**src/rtl/pipe_ctrl_pkg.sv**
```systemverilog
// Shared types and constants for the pipeline hazard controller.
// Latency: n/a (package only).
// Backpressure: n/a; consumers import with pipe_ctrl_pkg::*.
package pipe_ctrl_pkg;

  localparam int REG_ADDR_W  = 5;
  localparam int STALL_CNT_W = 16;

  localparam logic [REG_ADDR_W-1:0] REG_X0 = 5'd0;

  typedef enum logic {
    RUN     = 1'b0,
    MD_BUSY = 1'b1
  } state_t;

  // Increment that sticks at all-ones instead of wrapping.
  function automatic logic [STALL_CNT_W-1:0] sat_inc(input logic [STALL_CNT_W-1:0] v);
    return (&v) ? v : v + STALL_CNT_W'(1);
  endfunction

endpackage

```
**src/rtl/load_use_detect.sv**
```systemverilog
// Load-use comparator: flags an ID source that depends on a load currently in EX.
// Latency: purely combinational, same cycle.
// Backpressure: none; the result feeds the stall/flush decision in the top.
module load_use_detect
  import pipe_ctrl_pkg::*;
(
  input  logic [REG_ADDR_W-1:0] i_id_rs1,
  input  logic [REG_ADDR_W-1:0] i_id_rs2,
  input  logic                  i_id_uses_rs1,
  input  logic                  i_id_uses_rs2,
  input  logic [REG_ADDR_W-1:0] i_ex_rd,
  input  logic                  i_ex_mem_read,
  output logic                  o_load_use
);

  logic w_rs1_hit;
  logic w_rs2_hit;

  assign w_rs1_hit = i_id_uses_rs1 && (i_id_rs1 == i_ex_rd);
  assign w_rs2_hit = i_id_uses_rs2 && (i_id_rs2 == i_ex_rd);

  // x0 never carries a real dependency, so a load targeting it cannot stall.
  assign o_load_use = i_ex_mem_read && (i_ex_rd != REG_X0) && (w_rs1_hit || w_rs2_hit);

endmodule

```
**src/rtl/pipeline_hazard_ctrl.sv**
```systemverilog
// Pipeline hazard controller: load-use stall, taken-branch flush, optional multi-cycle mul/div stall.
// Latency: enables/flushes are combinational in the same cycle; muldiv_done is registered (one cycle after count reaches 1).
// Backpressure: stalls PC and IF/ID on load-use; freezes PC/IF/ID/ID-EX and bubbles EX/MEM while a mul/div is busy.
// Optional feature: define MULDIV_STALL_EN to add ex_muldiv_start, muldiv_done, the MD_BUSY state and its counter.
module pipeline_hazard_ctrl
  import pipe_ctrl_pkg::*;
#(
  parameter int MULDIV_CYCLES = 8
)
(
  input  logic                   clk,
  input  logic                   rst,
  input  logic [REG_ADDR_W-1:0]  id_rs1,
  input  logic [REG_ADDR_W-1:0]  id_rs2,
  input  logic                   id_uses_rs1,
  input  logic                   id_uses_rs2,
  input  logic [REG_ADDR_W-1:0]  ex_rd,
  input  logic                   ex_mem_read,
  input  logic                   ex_branch_taken,
`ifdef MULDIV_STALL_EN
  input  logic                   ex_muldiv_start,
`endif
  output logic                   pc_en,
  output logic                   if_id_en,
  output logic                   id_ex_en,
  output logic                   if_id_flush,
  output logic                   id_ex_flush,
  output logic                   ex_mem_flush,
`ifdef MULDIV_STALL_EN
  output logic                   muldiv_done,
`endif
  output logic [STALL_CNT_W-1:0] stall_cnt
);

  // Reject out-of-range occupancy at elaboration time.
  if (MULDIV_CYCLES < 2 || MULDIV_CYCLES > 64) begin : g_bad_muldiv_cycles
    $error("MULDIV_CYCLES must be within 2..64");
  end

  logic                   w_load_use;
  logic                   w_busy;
  logic [STALL_CNT_W-1:0] r_stall_cnt;

  load_use_detect u_load_use_detect (
    .i_id_rs1      (id_rs1),
    .i_id_rs2      (id_rs2),
    .i_id_uses_rs1 (id_uses_rs1),
    .i_id_uses_rs2 (id_uses_rs2),
    .i_ex_rd       (ex_rd),
    .i_ex_mem_read (ex_mem_read),
    .o_load_use    (w_load_use)
  );

`ifdef MULDIV_STALL_EN
  localparam int               CNT_W    = $clog2(MULDIV_CYCLES);
  localparam logic [CNT_W-1:0] CNT_LOAD = CNT_W'(MULDIV_CYCLES - 1);

  state_t           r_state;
  logic [CNT_W-1:0] r_md_cnt;
  logic             r_md_done;

  // Mul/div FSM: the start cycle runs normally in RUN, then MD_BUSY covers the remaining cycles.
  always_ff @(posedge clk) begin
    if (rst) begin
      r_state   <= RUN;
      r_md_cnt  <= '0;
      r_md_done <= 1'b0;
    end else begin
      r_md_done <= 1'b0;
      case (r_state)
        RUN: begin
          if (ex_muldiv_start) begin
            r_state  <= MD_BUSY;
            r_md_cnt <= CNT_LOAD;
          end
        end
        MD_BUSY: begin
          r_md_cnt <= r_md_cnt - CNT_W'(1);
          if (r_md_cnt == CNT_W'(1)) begin
            r_state   <= RUN;
            r_md_done <= 1'b1;
          end
        end
        default: r_state <= RUN;
      endcase
    end
  end

  assign w_busy       = (r_state == MD_BUSY);
  assign muldiv_done  = r_md_done && !rst;
  assign ex_mem_flush = rst || w_busy;
`else
  assign w_busy       = 1'b0;
  assign ex_mem_flush = rst;
`endif

  // Enable/flush decode: reset, then busy, then branch flush, then load-use stall.
  always_comb begin
    pc_en       = 1'b1;
    if_id_en    = 1'b1;
    id_ex_en    = 1'b1;
    if_id_flush = 1'b0;
    id_ex_flush = 1'b0;
    if (rst) begin
      pc_en       = 1'b0;
      if_id_en    = 1'b0;
      id_ex_en    = 1'b0;
      if_id_flush = 1'b1;
      id_ex_flush = 1'b1;
    end else if (w_busy) begin
      pc_en    = 1'b0;
      if_id_en = 1'b0;
      id_ex_en = 1'b0;
    end else if (ex_branch_taken) begin
      // The branch squashes the dependent instruction, so no stall is needed.
      if_id_flush = 1'b1;
      id_ex_flush = 1'b1;
    end else if (w_load_use) begin
      pc_en       = 1'b0;
      if_id_en    = 1'b0;
      id_ex_flush = 1'b1;
    end
  end

  // Saturating stall-cycle counter; reset cycles do not count as stalls.
  always_ff @(posedge clk) begin
    if (rst) begin
      r_stall_cnt <= '0;
    end else if (!pc_en) begin
      r_stall_cnt <= sat_inc(r_stall_cnt);
    end
  end

  assign stall_cnt = r_stall_cnt;

endmodule

```
**config.mk**
```make
export PLATFORM = sky130hd
export DESIGN_NAME = pipeline_hazard_ctrl
export DESIGN_NICKNAME = d
export VERILOG_FILES = /design/src/rtl/pipe_ctrl_pkg.sv /design/src/rtl/load_use_detect.sv /design/src/rtl/pipeline_hazard_ctrl.sv
export SDC_FILE = /design/constraint.sdc
export NUM_CORES = 1
export LEC_CHECK = 0
export ABC_CLOCK_PERIOD_IN_PS = 1900
export BUFFER_PORTS_ARGS = -buffer_cell sky130_fd_sc_hd__buf_4
export CORE_MARGIN = 5
export CORE_UTILIZATION = 35
export DETAILED_ROUTE_END_ITERATION = 8
export PLACE_DENSITY = 0.66
export SYNTH_ARGS = -nofsm -noshare
export SYNTH_HDL_FRONTEND = slang
export SYNTH_SLANG_ARGS = --single-unit
```
**constraint.sdc**
```tcl
create_clock -name clk -period 1.9 [get_ports clk]
set_input_delay 0.285 -clock clk [delete_from_list [all_inputs] [get_ports clk]]
set_output_delay 0.285 -clock clk [all_outputs]
set_load 0.02 [all_outputs]
```
==> results.cfg, run 1 <==
[setup_path]
critPathKind = flip-flop to flip-flop
r2r_slack_ns = -0.04
worst_setup_path_start_kind = flip-flop
required_ns = 2.12
crit_fanout = 4
end_kind = flip-flop
cp.arrival_ns = 2.15

[timing]
skew_ns = 0.00958
setup_slack_ns = -0.0377
tns_ns = -0.0686
fmax_mhz = 516
period_share = 1.02
final-setup-viol-count = 3
relSlewSlack = 0.719
rsz0062_at_grt = yes
worstMarginPinSlew_ns = 0.421
drv_slew = 0
fin_crit_ns = 1.94
hold_viol = 0

[drt]
route.met2.wl_mm = 1.83
met1_length_mm = 1.35
dr_wl_met3_um = 163
wl_per_cell_um = 14.3
via_per_inst = 5.33
drt_first_pass_iters = 4
antenna_left = 0
drt_iter0_markers = 32
drt-total-wl_mm = 3.38
top_layer_used = met4
drc_errors = 0
via_count = 1258

[global_route]
track_usage = 0.167
grt_pass1_wl_mm = 5.66
antenna_found_initial = 0
grt_pass1_vias = 1266
overflow = 0
grt_max_degree = 21

[synth]
ys_warn_count = 0
synth_top_family_by_area = simple AND/OR/NAND/NOR gates
postSynthAreaPerCell_um2 = 8.19
synthMuxAreaShare = 0.0418
synthesis.nets = 150
yosysTopAreaCell = dfxtp_1
syn-instance-count = 128
yosys.area_share.simple = 0.335
synth.distinct_cells = 35
synthesis.area_um2 = 1050
synth_top_area_frac = 0.305
synth_fa_ha_area_frac = 0.0119
synth_area_leaders = dfxtp_1, xor2_1, nor2_1
yosysSeqAreaShare = 0.305
synth_compound_area_frac = 0.136
synth-xor-area-share = 0.109
synth.ff_latch_count = 16

[clock_network]
clkTransAtPathRegs_ns = 0.09
clock-root-buffer = clkbuf_4
cts_max_level = 1
clockBufferDepth = 2
clk_latency_ns = 0.29
clkSinkCount = 16
cts_hold_buffers = 0
cts_made_buffers = 3
tritoncts = built

[die]
dieArea_um2 = 4190
start_util = 0.374
die_h_um = 64.7
rows = 19
core_um2 = 2810
die_w_um = 64.7
io_pins = 43

[power_and_ir_drop]
powerDensity_nw_per_um2 = 373
p_sw_frac = 0.259
clock_power_share = 0.286
comb_power_share = 0.207
switchingPower_uw = 170
irDropWorstVdd_v = 0.000318
p_leak_uw = 0.000756
p_int_uw = 487
p_total_uw = 657
p_seq_frac = 0.507

[final_layout]
multi_input_comb_area_um2 = 731
regArea_um2 = 333
fin_nets = 228
layout_commonest_cell = buf_4
antennaDiodeCount = 0
largest_reg_flops = 16
drive_above_1_share = 0.546
area_delta_synth_final_pct = 67.8
final_cell_mix = buf_4, xor2_1, nor2_1, dfxtp_1, a21oi_1
fillCellCount = 247

[flow_run]
drv_cap = 0

[outcome]
status = finished with violations
violations = negative setup slack

[placed_design]
io_buffers = 42
gp_congestion = 0.816
dp_hpwl_mm = 2.62

[worst_hold_path]
hold_class = primary input to flip-flop
-- cell families (layout without fill, tap and decap cells) --
| family | count (synthesis) | count (layout) |
|---|---|---|
| buf+inv | 10 | 87 |
| flops | 16 | 16 |
| xor+xnor | 13 | 13 |
| simple gates | 60 | 60 |
| compound gates | 24 | 24 |
| fa+ha+maj | 1 | 1 |
| mux | 4 | 4 |
-- worst max-delay path, stage by stage (launching register included) --
cell and delay [ns]:
dfxtp_4 0.37, ha_4 0.16, nand4_1 0.10, nor2_2 0.06
or3_4 0.39, or3_4 0.37, or3_1 0.31, a21oi_1 0.12
-- cell type report --
| type | instances | area share |
|---|---|---|
| flip-flops and latches | 16 | 0.189 |
| multi-input cells | 102 | 0.415 |
| inverters | 3 | 0.00640 |
| well taps | 31 | 0.0220 |
| repair buffers | 80 | 0.352 |
| clock buffers | 4 | 0.0149 |
-- metal layers --
metal | up-vias | GRT usage
met5 | - | 0
met4 | 0 | 0.0264
met3 | 4 | 0.0380
met2 | 29 | 0.305
met1 | 607 | 0.201
li1 | 618 | -
-- cells in the mapped netlist --
cell and count:
and4b_1 2, or3_1 8, and2_1 1, o21ai_0 8, nand4_2 1, or4_1 1
and3_2 1, nor3_1 2, nor2_1 14, buf_6 2, nand3_1 8, nand2_1 3
inv_1 3, ha_1 1, nand4_1 6, nor2b_1 3, nand4bb_1 1, xor2_1 10
o21ai_2 1, buf_2 3, dfxtp_1 16, xnor2_1 3, and3_4 1, o211ai_1 1
a21oi_1 9, nor4_1 5, mux2_2 3, o21a_1 2, buf_4 2, or3_4 1
mux2i_1 1, o311a_1 1, o31ai_1 1, or2_2 2, a2111oi_0 1
-- power groups by stage --
stage | logic (µW) | clock network (µW) | registers (µW)
2_1_floorplan | 52.7 | 0 | 342
3_3_place_gp | 115 | 0 | 342
3_5_place_dp | 118 | 0 | 342
4_1_cts | 132 | 196 | 334
5_1_grt | 146 | 218 | 333
6_report | 136 | 188 | 333
-- path summary, 6_finish.rpt --
kind | start | endpoint | cells past startpoint
hold reg to reg | stall_cnt[15] | stall_cnt[15] | 2
setup / recovery | stall_cnt[0] | stall_cnt[13] | 7
setup reg to reg | stall_cnt[0] | stall_cnt[13] | 7
hold / removal | ex_branch_taken | stall_cnt[14] | 4
-- what timing repair did --
item                       4_1_cts  5_1_grt
resized for setup               15        7
setup endpoints to repair        7        8
pin swaps                        4        8
buffers inserted                 2        3
-- metrics by stage --
stage	setup WS (ns)	hold slack [ns]	std cells	util	area, µm²
final	-0.0377	0.351	236	0.627	1760
after global routing	-0.110	0.370	236	0.627	1760
after CTS	-0.0489	0.367	233	0.612	1720
after detailed placement	-0.329	0.575	227	0.575	1610
after global placement	-0.202	0.576	227	0.575	1610
after floorplan	-0.0701	0.520	128	-	1070
Note: power is estimated with default switching activity, not from simulation.
==> inputs of run 2 (changes only) <==
Settings changed: MAX_ROUTING_LAYER set to met4.
==> run 2 against run 1 <==
Against the previous run:
- utilization did not move
- first-iteration DRC count rose by 28%
- hold slack barely moved
- global-route usage rose by 0.50 points
- critical path depth did not move
- cell count did not move
- the run still ends with negative setup slack left
- die area did not move
- clock power barely moved
- critical endpoint unchanged
- flip-flop and latch count did not move
- sequential share of layout area did not move
- largest power group unchanged
- via count rose by 3.0%
==> results.cfg, run 2 (same netlist as run 1, synthesis figures left out) <==
[outcome]
status = finished with violations
violations = negative setup slack

[drt]
antenna_left = 0
route.met2.wl_mm = 1.83
met1_length_mm = 1.36
drt_iter0_markers = 41
via_per_inst = 5.49
top_layer_used = met4
dr_wl_met3_um = 148
wl_per_cell_um = 14.3
drt-total-wl_mm = 3.38
drt_first_pass_iters = 4
drc_errors = 0
via_count = 1296

[die]
die_w_um = 64.7
core_um2 = 2810
io_pins = 43
dieArea_um2 = 4190
start_util = 0.374
die_h_um = 64.7
rows = 19

[clock_network]
clockBufferDepth = 2
cts_max_level = 1
cts_hold_buffers = 0
cts_made_buffers = 3
clkSinkCount = 16
tritoncts = built
clk_latency_ns = 0.29
clock-root-buffer = clkbuf_4
clkTransAtPathRegs_ns = 0.09

[placed_design]
dp_slack_ns = -0.329
gp_congestion = 0.828
dp_hpwl_mm = 2.62
io_buffers = 42

[timing]
final-setup-viol-count = 3
skew_ns = 0.00940
fin_hold_ws_ns = 0.351
tns_ns = -0.0656
period_share = 1.02
fin_crit_ns = 1.94
rsz0062_at_grt = yes
relSlewSlack = 0.719
worstMarginPinSlew_ns = 0.421
fmax_mhz = 516
setup_slack_ns = -0.0367
drv_slew = 0
hold_viol = 0

[final_layout]
largest_reg_flops = 16
layout_commonest_cell = buf_4
antennaDiodeCount = 0
fin_nets = 228
drive_above_1_share = 0.546
area_delta_synth_final_pct = 67.8
final_cell_mix = buf_4, xor2_1, nor2_1, dfxtp_1, a21oi_1
fillCellCount = 247
utilization = 0.627

[setup_path]
cp.arrival_ns = 2.15
worst_setup_path_start_kind = flip-flop
critPathKind = flip-flop to flip-flop
crit_fanout = 4
reg2reg_depth = 7
timing.rr.start = stall_cnt[0]
r2r_slack_ns = -0.04
worstReg2RegEnd = stall_cnt[13]
required_ns = 2.12
end_kind = flip-flop

[power_and_ir_drop]
irDropWorstVdd_v = 0.000318
powerDensity_nw_per_um2 = 373
p_leak_uw = 0.000756
p_sw_frac = 0.259
p_seq_frac = 0.507
p_int_uw = 487
switchingPower_uw = 170
comb_power_share = 0.207
clock_power_share = 0.287

[global_route]
antenna_found_initial = 0
grt_pass1_wl_mm = 5.67
grt_pass1_vias = 1261
grt_max_degree = 21
overflow = 0
track_usage = 0.172

[flow_run]
drv_cap = 0

[worst_hold_path]
hold_class = primary input to flip-flop
min_from = ex_branch_taken
holdPathStages = 4
hold_end = stall_cnt[14]
run 2: cell counts in the layout (fill, tap and decap cells not counted):
No cell type changed its count.
run 2: worst max path at each step:
stage                             from            end  slack, ns  cells after the start
final                     stall_cnt[0]  stall_cnt[13]      -0.04                      7
after global routing      stall_cnt[0]  stall_cnt[13]      -0.11                      7
after CTS                 stall_cnt[0]  stall_cnt[13]      -0.05                      7
after detailed placement      ex_rd[4]   stall_cnt[8]      -0.33                      7
after global placement        ex_rd[4]   stall_cnt[8]      -0.20                      7
after floorplan           stall_cnt[2]  stall_cnt[13]      -0.07                      7
run 2: final cells by class:
type	count	area, µm²	area share
Clock buffer	4	26.3	0.0149
Timing Repair Buffer	80	619	0.352
Inverter	3	11.3	0.00640
Multi-Input combinational cell	102	731	0.415
Sequential cell	16	333	0.189
Tap cell	31	38.8	0.0220
run 2: critical path, cell delays in order, from the launching register on:
cell and delay [ns]:
dfxtp_4 0.37, ha_4 0.16, nand4_1 0.10, nor2_2 0.06, or3_4 0.39, or3_4 0.37, or3_1 0.31, a21oi_1 0.12
run 2: power by group through the flow:
stage               clock [µW]  sequential (µW)  combinational [µW]
floorplan                    0              342                52.7
global placement             0              342                 115
detailed placement           0              342                 118
CTS                        196              334                 132
global route               218              333                 146
finish                     188              333                 136
run 2: through the flow:
step / cells / power [µW] / cell area, µm²
2_1_floorplan: 128 / 395 / 1070
3_3_place_gp: 227 / 457 / 1610
3_5_place_dp: 227 / 460 / 1610
4_1_cts: 233 / 661 / 1720
5_1_grt: 236 / 697 / 1760
6_report: 236 / 657 / 1760
run 2: metal layers:
metal / track usage / vias up
li1: - / 624
met5: - / -
met4: 0.0264 / 0
met1: 0.201 / 627
met3: 0.0380 / 6
met2: 0.305 / 39
run 2: timing repair:
action / 4_1_cts / 5_1_grt
endpoints found under the setup margin: 7 / 8
resized for setup: 15 / 7
pin swaps: 4 / 8
setup buffers: 2 / 3
==> inputs of run 3 (changes only) <==
Settings changed: CTS_BUF_LIST set to sky130_fd_sc_hd__clkbuf_4 sky130_fd_sc_hd__clkbuf_8.
==> run 3 against run 2 <==
Against the previous run:
- the run still ends with negative setup slack left
- register-to-register slack is essentially flat
- critical path depth unchanged
- global-route usage fell by 0.15 points
- setup slack improved by 0.0014 ns
- design area down 0.21%
- via count shrank 2.8%
- power is 2.3% higher
- sequential share of layout area is essentially flat
- non-clock buffer count is 1 lower
- die area unchanged
- sequential power is essentially flat
- critical endpoint unchanged
==> results.cfg, run 3 (same netlist as run 1, synthesis figures left out) <==
[placed_design]
dp_slack_ns = -0.329
dp_hpwl_mm = 2.62
gp_congestion = 0.828
io_buffers = 42

[clock_network]
clkSinkCount = 16
clockBufferDepth = 2
clock-root-buffer = clkbuf_4
clkTransAtPathRegs_ns = 0.09
cts_made_buffers = 3
tritoncts = built
cts_max_level = 1
cts_hold_buffers = 0
clk_latency_ns = 0.29

[timing]
fmax_mhz = 517
worstMarginPinSlew_ns = 0.418
drv_slew = 0
fin_crit_ns = 1.94
skew_ns = 0.0114
period_share = 1.02
tns_ns = -0.0587
setup_slack_ns = -0.0353
final-setup-viol-count = 3
hold_viol = 0
rsz0062_at_grt = yes
relSlewSlack = 0.721

[drt]
via_count = 1260
antenna_left = 0
drc_errors = 0
drt_first_pass_iters = 4
wl_per_cell_um = 14.2
drt_iter0_markers = 44
via_per_inst = 5.36
drt-total-wl_mm = 3.33

[die]
die_h_um = 64.7
core_um2 = 2810
start_util = 0.374
rows = 19
die_w_um = 64.7
io_pins = 43
dieArea_um2 = 4190

[power_and_ir_drop]
p_total_uw = 672
clock_power_share = 0.303
p_int_uw = 501
irDropWorstVdd_v = 0.000321
p_leak_uw = 0.000755
powerDensity_nw_per_um2 = 383
p_sw_frac = 0.254
p_seq_frac = 0.495
switchingPower_uw = 171
comb_power_share = 0.201

[global_route]
grt_max_degree = 21
grt_pass1_wl_mm = 5.62
track_usage = 0.170
antenna_found_initial = 0
overflow = 0
grt_pass1_vias = 1248

[flow_run]
drv_cap = 0

[setup_path]
cp-startpoint = stall_cnt[0]
critPathKind = flip-flop to flip-flop
worstReg2RegEnd = stall_cnt[13]
reg2reg_depth = 7
end_kind = flip-flop
worst_setup_path_start_kind = flip-flop
critPathCapture = stall_cnt[13]
timing.rr.start = stall_cnt[0]
cp.arrival_ns = 2.15
required_ns = 2.12
r2r_slack_ns = -0.04
crit_fanout = 4

[worst_hold_path]
hold_class = primary input to flip-flop

[final_layout]
drive_above_1_share = 0.549
utilization = 0.626
area_delta_synth_final_pct = 67.4
largest_reg_flops = 16
antennaDiodeCount = 0
fin_nets = 227
final_cell_mix = buf_4, xor2_1, nor2_1, dfxtp_1, a21oi_1
layout_commonest_cell = buf_4

[outcome]
violations = negative setup slack
status = finished with violations
## run 3: layer usage
metal,vias to the layer above,track usage,part of all wire
met3,6,0.0380,0.041
met4,0,0.0264,0.011
li1,620,-,-
met5,-,-,0
met1,607,0.201,0.41
met2,27,0.300,0.54
## run 3: power by group through the flow
stage,Combinational (µW),Clock [µW],Sequential [µW]
after floorplan,52.7,0,342
after global placement,115,0,342
after detailed placement,118,0,342
after CTS,132,210,334
after global routing,146,233,333
final,135,204,333
## run 3: stage by stage
step | instance area, µm² | hold slack [ns] | cells
floorplan | 1070 | 0.520 | 128
global placement | 1610 | 0.576 | 227
detailed placement | 1610 | 0.575 | 227
CTS | 1710 | 0.367 | 232
global route | 1760 | 0.370 | 235
finish | 1760 | 0.351 | 235
## run 3: final cells by class
type	instances	area [µm²]
clock buffer	4	30.0
inverter	3	11.3
timing repair buffer	79	612
fill	249	1050
multi-input combinational	102	731
tap	31	38.8
sequential	16	333
## run 3: worst min path at each step
| stage | endpoint | from | depth (start not counted) |
|---|---|---|---|
| 2_1_floorplan | stall_cnt[5] | stall_cnt[5] | 2 |
| 3_3_place_gp | stall_cnt[3] | stall_cnt[0] | 3 |
| 3_5_place_dp | stall_cnt[15] | stall_cnt[15] | 2 |
| 4_1_cts | stall_cnt[14] | ex_branch_taken | 4 |
| 5_1_grt | stall_cnt[14] | ex_branch_taken | 4 |
| 6_report | stall_cnt[14] | ex_branch_taken | 4 |
## run 3: critical path, cell delays in order (launching register included)
cell and delay, ns:
dfxtp_4 0.37, ha_4 0.16, nand4_1 0.10, nor2_2 0.06, or3_4 0.39, or3_4 0.37, or3_1 0.31, a21oi_1 0.12
## run 3: what timing repair did
action | in CTS | in global routing
pin swaps | 4 | 8
setup endpoints to repair | 7 | 8
buffers inserted | 1 | 3
gates resized for setup | 15 | 7
